File: src/rtl/fifo_pkg.sv
// Shared constants, lane-index width helper and word layout for the write-side FIFO feeder.
// Latency: n/a (declarations only).
// Backpressure: n/a.
package fifo_pkg;

    localparam int IN_WIDTH_DEF = 8;
    localparam int PACK_DEF     = 4;

    // Smallest r with 2**r >= v; a lane index for PACK lanes needs clog2(PACK) bits.
    function automatic int clog2(input int v);
        int r;
        for (r = 0; (1 << r) < v; r++) begin
        end
        return r;
    endfunction

    // Word layout at the default configuration: packed lanes, lane-valid mask, end-of-packet flag.
    typedef struct packed {
        logic [PACK_DEF*IN_WIDTH_DEF-1:0] data;
        logic [PACK_DEF-1:0]              keep;
        logic                             last;
    } word_t;

endpackage

File: src/rtl/wr_hold_reg.sv
// Single-entry output holding register feeding the FIFO write port; gates winc with full.
// Latency: a word loaded at edge N is presented (and written if full=0) in the cycle after edge N.
// Backpressure: holds the word while full=1; may reload on the same edge it drains.
module wr_hold_reg
    import fifo_pkg::*;
#(
    parameter int WORD_W = 32,
    parameter int KEEP_W = 4
) (
    input  logic              clk,
    input  logic              rst,
    input  logic              load,
    input  logic [WORD_W-1:0] load_data,
    input  logic [KEEP_W-1:0] load_keep,
    input  logic              load_last,
    input  logic              full,
    output logic              winc,
    output logic              valid,
    output logic [WORD_W-1:0] wdata,
    output logic [KEEP_W-1:0] wkeep,
    output logic              wlast
);

    typedef struct packed {
        logic [WORD_W-1:0] data;
        logic [KEEP_W-1:0] keep;
        logic              last;
    } hold_t;

    hold_t held;

    // full is computed from the write stage's next pointer, so gating with the current flag is exact.
    assign winc = valid & ~full;

    // Load takes priority over drain so a simultaneous write+reload keeps valid asserted.
    always_ff @(posedge clk) begin
        if (rst) begin
            valid <= 1'b0;
            held  <= '0;
        end else if (load) begin
            valid     <= 1'b1;
            held.data <= load_data;
            held.keep <= load_keep;
            held.last <= load_last;
        end else if (winc) begin
            valid <= 1'b0;
        end
    end

    assign wdata = valid ? held.data : '0;
    assign wkeep = valid ? held.keep : '0;
    assign wlast = valid ? held.last : 1'b0;

endmodule

File: src/rtl/fifo_wr_packer.sv
// Packs PACK narrow beats into one FIFO word; in_last flushes a partial word with a lane mask.
// Latency: final beat captured at edge N is written at edge N+2 when the out stage is free and full=0.
// Backpressure: while full=1 up to 2*PACK beats are absorbed, then in_ready drops; no word is dropped.
module fifo_wr_packer
    import fifo_pkg::*;
#(
    parameter int IN_WIDTH  = IN_WIDTH_DEF,
    parameter int PACK      = PACK_DEF,
    parameter int CNT_WIDTH = 16
) (
    input  logic                     wclk,
    input  logic                     rst,
    input  logic [IN_WIDTH-1:0]      in_data,
    input  logic                     in_valid,
    input  logic                     in_last,
    output logic                     in_ready,
    input  logic                     full,
    output logic                     winc,
    output logic [PACK*IN_WIDTH-1:0] wdata,
    output logic [PACK-1:0]          wkeep,
    output logic                     wlast,
    output logic [CNT_WIDTH-1:0]     word_count
);

    localparam int LANE_W = clog2(PACK);
    localparam int WORD_W = PACK * IN_WIDTH;

    logic [WORD_W-1:0] asm_data;
    logic [PACK-1:0]   asm_keep;
    logic              asm_last;
    logic [LANE_W-1:0] lane;
    logic              asm_full;

    logic out_valid;
    logic move;
    logic accept;
    logic lane_end;

    // A completed word advances when the out stage is empty or draining this cycle.
    assign move     = asm_full & (~out_valid | winc);
    assign in_ready = ~asm_full | move;
    assign accept   = in_valid & in_ready;
    assign lane_end = (lane == LANE_W'(PACK - 1)) | in_last;

    // Assembly stage: the clear on move comes first so a beat accepted in the same cycle lands on top of it.
    always_ff @(posedge wclk) begin
        if (rst) begin
            asm_data <= '0;
            asm_keep <= '0;
            asm_last <= 1'b0;
            asm_full <= 1'b0;
            lane     <= '0;
        end else begin
            if (move) begin
                asm_data <= '0;
                asm_keep <= '0;
                asm_last <= 1'b0;
                asm_full <= 1'b0;
            end
            if (accept) begin
                asm_data[lane*IN_WIDTH +: IN_WIDTH] <= in_data;
                asm_keep[lane]                      <= 1'b1;
                if (lane_end) begin
                    asm_full <= 1'b1;
                    asm_last <= in_last;
                    lane     <= '0;
                end else begin
                    lane <= lane + 1'b1;
                end
            end
        end
    end

    wr_hold_reg #(
        .WORD_W (WORD_W),
        .KEEP_W (PACK)
    ) u_hold (
        .clk       (wclk),
        .rst       (rst),
        .load      (move),
        .load_data (asm_data),
        .load_keep (asm_keep),
        .load_last (asm_last),
        .full      (full),
        .winc      (winc),
        .valid     (out_valid),
        .wdata     (wdata),
        .wkeep     (wkeep),
        .wlast     (wlast)
    );

    // Count every write strobe; wraps naturally at 2**CNT_WIDTH.
    always_ff @(posedge wclk) begin
        if (rst) begin
            word_count <= '0;
        end else if (winc) begin
            word_count <= word_count + 1'b1;
        end
    end

endmodule
File: config.mk
export PLATFORM = sky130hd
export DESIGN_NAME = fifo_wr_packer
export DESIGN_NICKNAME = d
export VERILOG_FILES = /design/src/rtl/fifo_pkg.sv /design/src/rtl/wr_hold_reg.sv /design/src/rtl/fifo_wr_packer.sv
export SDC_FILE = /design/constraint.sdc
export NUM_CORES = 1
export LEC_CHECK = 0
export CORE_ASPECT_RATIO = 0.8
export CORE_MARGIN = 5
export CORE_UTILIZATION = 47
export CTS_CLUSTER_DIAMETER = 60
export DETAILED_ROUTE_END_ITERATION = 10
export PLACE_DENSITY = 0.75
export SYNTH_ARGS = -nofsm -noshare
export SYNTH_HDL_FRONTEND = slang
export SYNTH_SLANG_ARGS = --single-unit
export TNS_END_PERCENT = 30
File: constraint.sdc
create_clock -name wclk -period 2.1 [get_ports wclk]
set_input_delay 0.315 -clock wclk [delete_from_list [all_inputs] [get_ports wclk]]
set_output_delay 0.315 -clock wclk [all_outputs]
set_load 0.02 [all_outputs]
; Word-level counts from Yosys, hierarchy flattened
; Cells that the tools add are included.
[classes]
n_addsub = 3
n_lt_le_gt_ge = 2
eq_ne = 1
shift = 2
muxes = 21
bitwise = 10
n_reduce_logical = 2
[ops]
columns = op, n
row1 = 32-bit 2-to-1 mux, 4
row2 = 5-bit negator with 34-bit output, 1
row3 = 8-bit by 34-bit variable shift with 32-bit output (first input constant), 1
row4 = 8-bit by 34-bit variable part select with 32-bit output, 1
row5 = 32-bit bitwise mux, 1
row6 = 16-bit by 1-bit adder with 16-bit output (second input constant), 1
row7 = 4-bit 2-to-1 mux, 4
row8 = 1-bit 2-to-1 mux, 10
row9 = 4-bit OR, 1
row10 = 1-bit AND, 3
row11 = 2-bit by 3-bit < comparator with 1-bit output (second input constant), 1
row12 = 1-bit inverter, 3
row13 = 1-bit OR, 3
row14 = 2-bit by 1-bit adder with 2-bit output (second input constant), 1
row15 = 1-bit demux with 2-bit select, 1
row16 = 2-bit equality test (second input constant), 1
row17 = 2-bit by 1-bit >= comparator with 1-bit output (second input constant), 1
row18 = 2-bit 2-to-1 mux, 1
row19 = 2-bit nonzero test, 1
row20 = 1-bit logical AND, 1
[word_totals]
register_bits = 94
inputBits = 13
out_inout_bits = 55
elab_cells = 51

; Longest topological paths before layout
; Gate-level depths: netlist of run 1.
[depth]
depth_word = 8
ltp_mapped = 7

; Hierarchy
; From an unflattened synthesis of run 1, not the netlist that was laid out.
[hier_totals]
hier_cells = 414
area_unflattened_um2 = 4021.4
[by_module_without_submodules]
columns = mod, instances, cells_per_inst, area_per_inst_um2
row1 = fifo_wr_packer, 1, 250, 2421.1
row2 = wr_hold_reg, 1, 164, 1600.3

; Least setup slack after synthesis of run 1
; OpenSTA, ideal clock, no wires.
[synth_timing]
path_kind = reg-to-reg
start = reg lane[0]
end = reg asm_data[10]
t_arrival_ps = 2069
required_time_ps = 2039
path_slack_ps = -30
stages_incl_launch_ff = 6
path_buffers = 0
path_cell_list = dfxtp_1 -> inv_1 -> ha_1 -> or3b_2 -> nor4_1 -> a22o_1
[synth_via]
elab_chain_len = 4
elab_cells_between_ends = 5
cone_classes = add/sub (1) / shift (2) / mux (2)
[synth_rtl]
columns = element, line
row1 = start: declaration, fifo_wr_packer.sv:31  ; logic [LANE_W-1:0] lane;
row2 = start signal: assignment, fifo_wr_packer.sv:68  ; lane <= lane + 1'b1;
row3 = 5-bit negator with 34-bit output *, fifo_wr_packer.sv:61  ; asm_data[lane*IN_WIDTH +: IN_WIDTH] <= in_data;
row4 = 8-bit by 34-bit variable part select with 32-bit output or 8-bit by 34-bit variable shift with 32-bit output (tied branches), fifo_wr_packer.sv:61
row5 = 32-bit bitwise mux *, fifo_wr_packer.sv:61
row6 = 32-bit 2-to-1 mux *, fifo_wr_packer.sv:60  ; if (accept) begin
row7 = end signal: indexed assignment, fifo_wr_packer.sv:61
row8 = end: declaration, fifo_wr_packer.sv:28  ; logic [WORD_W-1:0] asm_data;
; Every way passes the cells marked *; elsewhere a longest branch is shown, timed or not.
; A chain may end at the register's enable or synchronous reset.

; Final worst setup path of run 1
[layout_timing]
start = reg u_hold.valid
end = out wdata[18]
[layout_via]
elab_chain_len = 1
[layout_rtl]
columns = element, line
row1 = start: declaration, wr_hold_reg.sv:18  ; output logic valid,
row2 = start signal: assignment, wr_hold_reg.sv:38  ; valid <= 1'b0;
row3 = start signal: assignment, wr_hold_reg.sv:41  ; valid <= 1'b1;
row4 = start signal: assignment, wr_hold_reg.sv:46  ; valid <= 1'b0;
row5 = 32-bit 2-to-1 mux, wr_hold_reg.sv:50  ; assign wdata = valid ? held.data : '0;
row6 = end: declaration, fifo_wr_packer.sv:19  ; output logic [PACK*IN_WIDTH-1:0] wdata,
; No other way between the ends.

==> results of run 1 <==
==> registers in the layout, indices dropped and copies added (netlist names) <==
name and cells:
u_hold.valid 1, asm_full 1, lane 2, asm_last 1, u_hold.held 37, asm_data 32
word_count 16, asm_keep 4
==> through the flow <==
| stage | cell area [sq um] | setup WS [ps] |
|---|---|---|
| final | 4900 | 119 |
| after global routing | 4900 | 11.5 |
| after CTS | 4890 | 28.2 |
| after detailed placement | 4700 | -39.8 |
| after global placement | 4700 | 6.10 |
| after floorplan | 3820 | 114 |
==> path summary, 6_finish.rpt <==
kind                            slack, ps                          end  cells after the start
worst max-delay path                  120                    wdata[18]                      3
worst min-delay path                  340          asm_last$_SDFF_PP0_                      2
worst max register to register        200      asm_data[12]$_SDFF_PP0_                      6
worst min register to register        460  u_hold.held[0]$_SDFFE_PP0P_                      2
==> worst max-delay path, cell delays in order (launching register included) <==
cell and delay (ps):
dfxtp_1 350, buf_6 200, and2_1 150, clkdlybuf4s50_1 600
==> Yosys cell counts, drive strengths merged <==
cell type	instances	area share [%]
dfxtp	94	49
nand2	88	8.7
a21oi	63	8.3
nand3	41	5.5
and2	38	6.2
clkbuf	23	2.3
nor2	18	1.8
a22o	16	3.7
ha	9	3.0
buf	6	0.69
xnor2	6	1.4
inv	5	0.49
xor2	5	1.1
nand4	4	0.82
nor3	4	0.52
nor4	4	0.66
o21ai	4	0.52
or3	4	0.85
a22oi	3	0.59
a311oi	2	0.46
and3	2	0.33
nor2b	2	0.33
a32oi	1	0.23
and4	1	0.26
and4b	1	0.26
mux2i	1	0.26
nand2b	1	0.16
nand3b	1	0.20
nand4b	1	0.23
nor3b	1	0.20
o31ai	1	0.20
or2	1	0.16
or3b	1	0.23
or4	1	0.20
==> cell type report <==
cell class	instances	area share (%)
Tap cell	108	2.76
Sequential cell	94	38.4
Inverter	5	0.383
Clock buffer	9	2.53
Clock inverter	7	1.33
Timing Repair Buffer	90	17.5
Multi-Input combinational cell	325	37.1
==> metal layers <==
| metal | GRT usage, % | vias to the layer above | share of wire, % |
|---|---|---|---|
| li1 | - | 1689 | - |
| met5 | 0 | - | 0 |
| met2 | 26.8 | 92 | 44 |
| met3 | 5.09 | 9 | 5.9 |
| met4 | 6.15 | 0 | 1.2 |
| met1 | 24.6 | 1526 | 49 |
==> kinds of logic after synthesis <==
| logic type | count (synthesis) | share of synthesized area [%] |
|---|---|---|
| flip-flops | 94 | 49.3 |
| multiplexers | 1 | 0.262 |
| XOR/XNOR | 11 | 2.52 |
| AND/OR/NAND/NOR | 214 | 27.6 |
| buffers and inverters | 34 | 3.44 |
| AO/OA/AOI/OAI | 90 | 13.9 |
| adder cells (fa/ha/maj) | 9 | 2.95 |
==> power groups by stage <==
stage | Sequential [W] | Clock [W] | Combinational (W)
2_1_floorplan | 0.00185 | 0 | 0.000104
3_3_place_gp | 0.00186 | 0 | 0.000183
3_5_place_dp | 0.00186 | 0 | 0.000186
4_1_cts | 0.00181 | 0.00117 | 0.000186
5_1_grt | 0.00182 | 0.00124 | 0.000206
6_report | 0.00181 | 0.00114 | 0.000188
==> results.py, run 1 <==
metrics = {
    "place": {
        "place_inst": 622,
        "dp_hpwl_um": 6460,
        "place_congestion": 0.864,
        "io_buffers": 67,
    },
    "clock_network": {
        "clk_path_buf_depth": 2,
        "cts_setup_buffers": 0,
        "cts.sinks": 94,
        "clk_pin_slew_worst_paths_ps": 90,
        "cts_tree": "yes",
        "cts-resized-gates": 0,
        "postCtsHoldBufs": 0,
        "numCtsBuffers": 9,
        "clk_latency_ps": 370,
        "htree_levels": 3,
        "cts-root-buf": "clkbuf_8",
    },
    "worst_setup_path": {
        "crit_type": "reg -> out",
        "critPathCaptureType": "primary output",
        "arrival_ps": 1670,
        "worstPathRequired_ps": 1780,
        "crit_fanout": 29,
        "critPathLaunch": "u_hold.valid$_SDFFE_PP0P_",
        "r2r_start": "lane[0]$_SDFFE_PP0P_",
        "start_kind": "flip-flop",
    },
    "min_path": {
        "hold_start": "rst",
        "hp-class": "in -> reg",
    },
    "detailed_routing": {
        "drt_first_pass_iters": 4,
        "remaining_drc_errors": 0,
        "postRouteAntennaNets": 0,
        "post_drt_wl_per_cell_um": 14.1,
        "via_count": 3316,
        "vias_per_cell": 5.20,
        "drt_iter0_markers": 215,
        "routed_wl_um": 8970,
    },
    "logic_synthesis": {
        "syn_avg_cell_area_sq_um": 8.42,
        "syn_area_sq_um": 3820,
        "netlist_instances": 453,
        "syn_nets": 475,
        "synth_warnings": 0,
        "ys_ff_latch": 94,
        "seq_area_frac_synth_pct": 49.3,
        "synthDistinctLibCells": 40,
    },
    "final_layout": {
        "finalCoreUtilization_pct": 61.9,
        "fin_cells": 638,
        "drive_gt1_share_pct": 9.62,
        "final_nets": 547,
        "ff_latch_area_sq_um": 1880,
        "final_cell_mix": "dfxtp_1, nand2_1, clkdlybuf4s50_1, a21oi_1, nand3_1",
        "multi_input_comb_area_sq_um": 1820,
        "num_antenna_cells": 0,
        "syn_to_final_growth_pct": 28.4,
        "final_common_cell": "dfxtp_1",
        "fillCellCount": 721,
    },
    "floorplanning": {
        "row_count": 29,
        "dieArea_sq_um": 10000,
        "die_h_um": 90.6,
        "start_util_pct": 48.2,
        "core-area_sq_um": 7910,
        "die_w_um": 111,
        "ios": 68,
    },
    "pwr": {
        "power.density_nw_per_um2": 641,
        "swShare_pct": 25.8,
        "p_int_w": 0.00233,
        "clockPowerShare_pct": 36.2,
        "pwr-share-seq_pct": 57.8,
        "p_leak_nw": 1.71,
        "power_frac_comb_pct": 6.0,
        "finalPower_w": 0.00314,
        "peakVddDrop_uv": 411,
        "netSwitchingPower_w": 0.000812,
    },
    "grt": {
        "grt_pass1_vias": 3030,
        "grt_pass1_wl_um": 14900,
        "grt_max_degree": 59,
        "overflow": 0,
        "antenna_found_initial": 0,
        "track_usage_pct": 17.8,
    },
    "timing": {
        "final_max_slew_viol_count": 0,
        "period_minus_slack_ps": 1980,
        "finalSetupViolCount": 0,
        "finalHoldViolations": 0,
        "slew_headroom_pct": 31.0,
        "rsz0062_at_grt": "no",
        "skew_ps": 14.8,
        "tightest_slew_ps": 1030,
        "finalCritPeriodShare_pct": 94.3,
        "setup_tns_ps": 0,
        "timing.fmax_mhz": 505,
        "holdWs_ps": 340,
    },
    "job": {
        "cap_violations": 0,
    },
    "status": {
        "status": "finished, final reports clean",
    },
}
(Power assumes the default switching activity.)
==> inputs of run 2 (changes only) <==
--- a/config.mk
+++ b/config.mk
@@ -5,12 +5,14 @@
 export SDC_FILE = /design/constraint.sdc
 export NUM_CORES = 1
 export LEC_CHECK = 0
+export ABC_AREA = 1
 export CORE_ASPECT_RATIO = 0.8
 export CORE_MARGIN = 5
-export CORE_UTILIZATION = 47
+export CORE_UTILIZATION = 48
 export CTS_CLUSTER_DIAMETER = 60
 export DETAILED_ROUTE_END_ITERATION = 10
-export PLACE_DENSITY = 0.75
+export GPL_TIMING_DRIVEN = 0
+export PLACE_DENSITY = 0.76
 export SYNTH_ARGS = -nofsm -noshare
 export SYNTH_HDL_FRONTEND = slang
 export SYNTH_SLANG_ARGS = --single-unit
==> run 2 against run 1 <==
  * Global-route usage is 1.4 points higher
  * Register-to-register slack hardly changed
  * Setup slack worse by 37 ps
  * Largest power group unchanged
  * Flip-flop and latch count stayed put
  * First-iteration DRC count is 4.2% lower
  * Clock-buffer cell count stayed put
  * Core utilization is 1.4 points lower
  * Via count is 17% higher
  * Synthesized area is 7.4% higher
  * Largest cell class unchanged
  * Die area is 4.7% higher
  * Wire length is 8.9% higher
  * Synthesized cell count is 31% higher
==> results.py, run 2 <==
metrics = {
    "pwr": {
        "power_frac_comb_pct": 10.2,
        "pwr-share-seq_pct": 56.4,
        "swShare_pct": 27.5,
        "clockPowerShare_pct": 33.4,
        "netSwitchingPower_w": 0.000910,
        "finalPower_w": 0.00331,
        "p_int_w": 0.00240,
        "p_leak_nw": 2.39,
        "power.density_nw_per_um2": 651,
        "peakVddDrop_uv": 365,
    },
    "timing": {
        "finalSetupViolCount": 0,
        "slew_headroom_pct": 65.9,
        "finalHoldViolations": 0,
        "skew_ps": 10.1,
        "period_minus_slack_ps": 2020,
        "holdWs_ps": 404,
        "final_max_slew_viol_count": 0,
        "tightest_slew_ps": 510,
        "finalCritPeriodShare_pct": 96.1,
        "timing.fmax_mhz": 496,
    },
    "detailed_routing": {
        "via_count": 3864,
        "remaining_drc_errors": 0,
        "postRouteAntennaNets": 0,
        "drt_first_pass_iters": 5,
        "routed_wl_um": 9770,
        "post_drt_wl_per_cell_um": 12.4,
        "drt_iter0_markers": 206,
        "vias_per_cell": 4.90,
    },
    "min_path": {
        "hp-class": "in -> reg",
        "hold_start": "rst",
    },
    "final_layout": {
        "final_nets": 694,
        "fillCellCount": 818,
        "final_cell_mix": "nand2_1, nor2_1, dfxtp_1, inv_1, nand3_1",
        "drive_gt1_share_pct": 6.35,
        "syn_to_final_growth_pct": 24.1,
        "largestRegisters": "u_hold.held (37), asm_data (32), word_count (16)",
        "num_antenna_cells": 0,
        "largest_reg_flops": 37,
        "final_common_cell": "nand2_1",
        "ff_latch_area_sq_um": 1880,
        "multi_input_comb_area_sq_um": 1830,
        "largest_register": "u_hold.held",
    },
    "worst_setup_path": {
        "crit_type": "reg -> out",
        "start_kind": "flip-flop",
        "critPathCaptureType": "primary output",
        "crit_family": "buffers and inverters",
        "r2r_start": "lane[0]$_SDFFE_PP0P_",
        "worstPathCellList": "clkbuf_8 -> nand2_1 -> inv_1 -> clkdlybuf4s50_1",
        "critPathLaunch": "u_hold.valid$_SDFFE_PP0P_",
        "worstPathRequired_ps": 1780,
        "crit_fanout": 10,
        "arrival_ps": 1700,
        "max_stage_delay_ps": 600,
        "critPathBufInv": 3,
        "crit_slowest_cell": "clkdlybuf4s50_1",
    },
    "clock_network": {
        "clk_latency_ps": 370,
        "clk_path_buf_depth": 2,
        "clk_pin_slew_worst_paths_ps": 100,
        "cts_tree": "yes",
        "cts-root-buf": "clkbuf_8",
        "numCtsBuffers": 9,
        "htree_levels": 3,
        "postCtsHoldBufs": 0,
        "cts.sinks": 94,
    },
    "logic_synthesis": {
        "synth_edf_count": 0,
        "syn_area_sq_um": 4100,
        "ys_ff_latch": 94,
        "seq_area_frac_synth_pct": 45.9,
        "synth_area_leaders": "dfxtp_1, nand2_1, nor2_1, inv_1, nand3_1",
        "yosysTopAreaCellShare_pct": 45.9,
        "ys_top_cells_by_count": "nand2_1, nor2_1, dfxtp_1, inv_1, nand3_1",
        "netlist_instances": 594,
        "ys_async_sr_fraction_pct": 0,
        "syn_nets": 616,
        "syn_avg_cell_area_sq_um": 6.90,
        "synth.largest_area_cell": "dfxtp_1",
        "synth_flop_cell": "dfxtp_1",
        "synthDistinctLibCells": 24,
        "synth_warnings": 0,
    },
    "floorplanning": {
        "ios": 68,
        "core-area_sq_um": 8410,
        "dieArea_sq_um": 10500,
        "die_w_um": 113,
        "start_util_pct": 48.8,
        "row_count": 30,
        "die_h_um": 92.7,
    },
    "place": {
        "dp_hpwl_um": 7340,
        "io_buffers": 66,
        "place_congestion": 0.877,
    },
    "status": {
        "status": "finished, final reports clean",
    },
    "grt": {
        "antenna_found_initial": 0,
        "grt_max_degree": 18,
        "track_usage_pct": 19.2,
        "overflow": 0,
        "grt_pass1_vias": 3664,
        "grt_pass1_wl_um": 16400,
    },
    "job": {
        "cap_violations": 0,
    },
}
==> run 2: cell types whose count changed after synthesis, sizes merged, moves of 5 or more <==
cell,delta
nor2,+98
inv,+69
o21ai,+44
and2,-37
nand2,+28
a21oi,-18
a22o,-16
nand3,+15
clkbuf,-10
buf,+8
xnor2,-5
==> run 2: power groups by stage <==
| stage | logic (W) | clock network (W) | registers [W] |
|---|---|---|---|
| 6_report | 0.000337 | 0.00111 | 0.00187 |
| 5_1_grt | 0.000382 | 0.00121 | 0.00188 |
| 4_1_cts | 0.000324 | 0.00113 | 0.00187 |
| 3_5_place_dp | 0.000324 | 0 | 0.00191 |
| 3_3_place_gp | 0.000317 | 0 | 0.00191 |
| 2_1_floorplan | 0.000218 | 0 | 0.00191 |
==> run 2: cell type report <==
| class | count | share of cell area, % |
|---|---|---|
| sequential | 94 | 37.0 |
| multi-input combinational | 399 | 36.0 |
| timing repair buffer | 67 | 12.4 |
| inverter | 74 | 5.53 |
| tap | 112 | 2.75 |
| buffer | 27 | 2.73 |
| clock buffer | 9 | 2.43 |
| clock inverter | 7 | 1.13 |
==> run 2: path summary, 6_finish.rpt <==
path         depth (start not counted)  slack, ps                          to
max reg2reg                          8        200      asm_data[4]$_SDFF_PP0_
min reg2reg                          2        470     asm_data[21]$_SDFF_PP0_
max                                  4         80                    wkeep[1]
min                                  3        400  word_count[4]$_SDFFE_PP0P_
==> run 2: worst min-delay path, cell delays in order <==
cell and delay [ps]:
clkbuf_1 240, a21oi_1 80, o21a_1 100
==> run 2: repair_timing <==
action / 4_1_cts / 5_1_grt
gates resized for setup: 35 / 5
endpoints found under the hold margin: 0 / 0
endpoints found under the setup margin: 39 / 25
buffers inserted: 0 / 1
pin swaps: 0 / 0
==> run 2: cell families after synthesis <==
family | share of synthesized area [%]
AOI/OAI and AO/OA | 11.9
DFF | 45.9
xor gates and xnor gates | 0.427
buffers and inverters | 9.80
adders and majority gates | 2.75
and+or+nand+nor | 29.2
==> run 2: per-layer routing <==
layer / up-vias / part of all wire [%] / GRT usage (%)
met5: - / 0 / 0
met4: 0 / 1.9 / 6.21
met3: 18 / 5.5 / 5.88
met2: 88 / 46 / 30.9
met1: 1741 / 47 / 24.8
li1: 2017 / - / -
==> run 2: stage by stage <==
stage | TNS, ps | utilization, % | instances | area [sq um] | worst slack [ps]
after floorplan | 0 | - | 594 | 4100 | 358
after global placement | -3660 | 58.3 | 772 | 4900 | -142
after detailed placement | -4140 | 58.3 | 772 | 4900 | -170
after CTS | 0 | 60.2 | 788 | 5060 | 2.21
after global routing | -35.0 | 60.5 | 789 | 5090 | -35.0
final | 0 | 60.5 | 789 | 5090 | 81.9
==> inputs of run 3 (changes only) <==
--- a/config.mk
+++ b/config.mk
@@ -13,6 +13,7 @@
 export DETAILED_ROUTE_END_ITERATION = 10
 export GPL_TIMING_DRIVEN = 0
 export PLACE_DENSITY = 0.76
+export SLEW_MARGIN = 10
 export SYNTH_ARGS = -nofsm -noshare
 export SYNTH_HDL_FRONTEND = slang
 export SYNTH_SLANG_ARGS = --single-unit
==> results of run 3 <==
No change in the layout: final DEF, timing and power equal those of run 2.
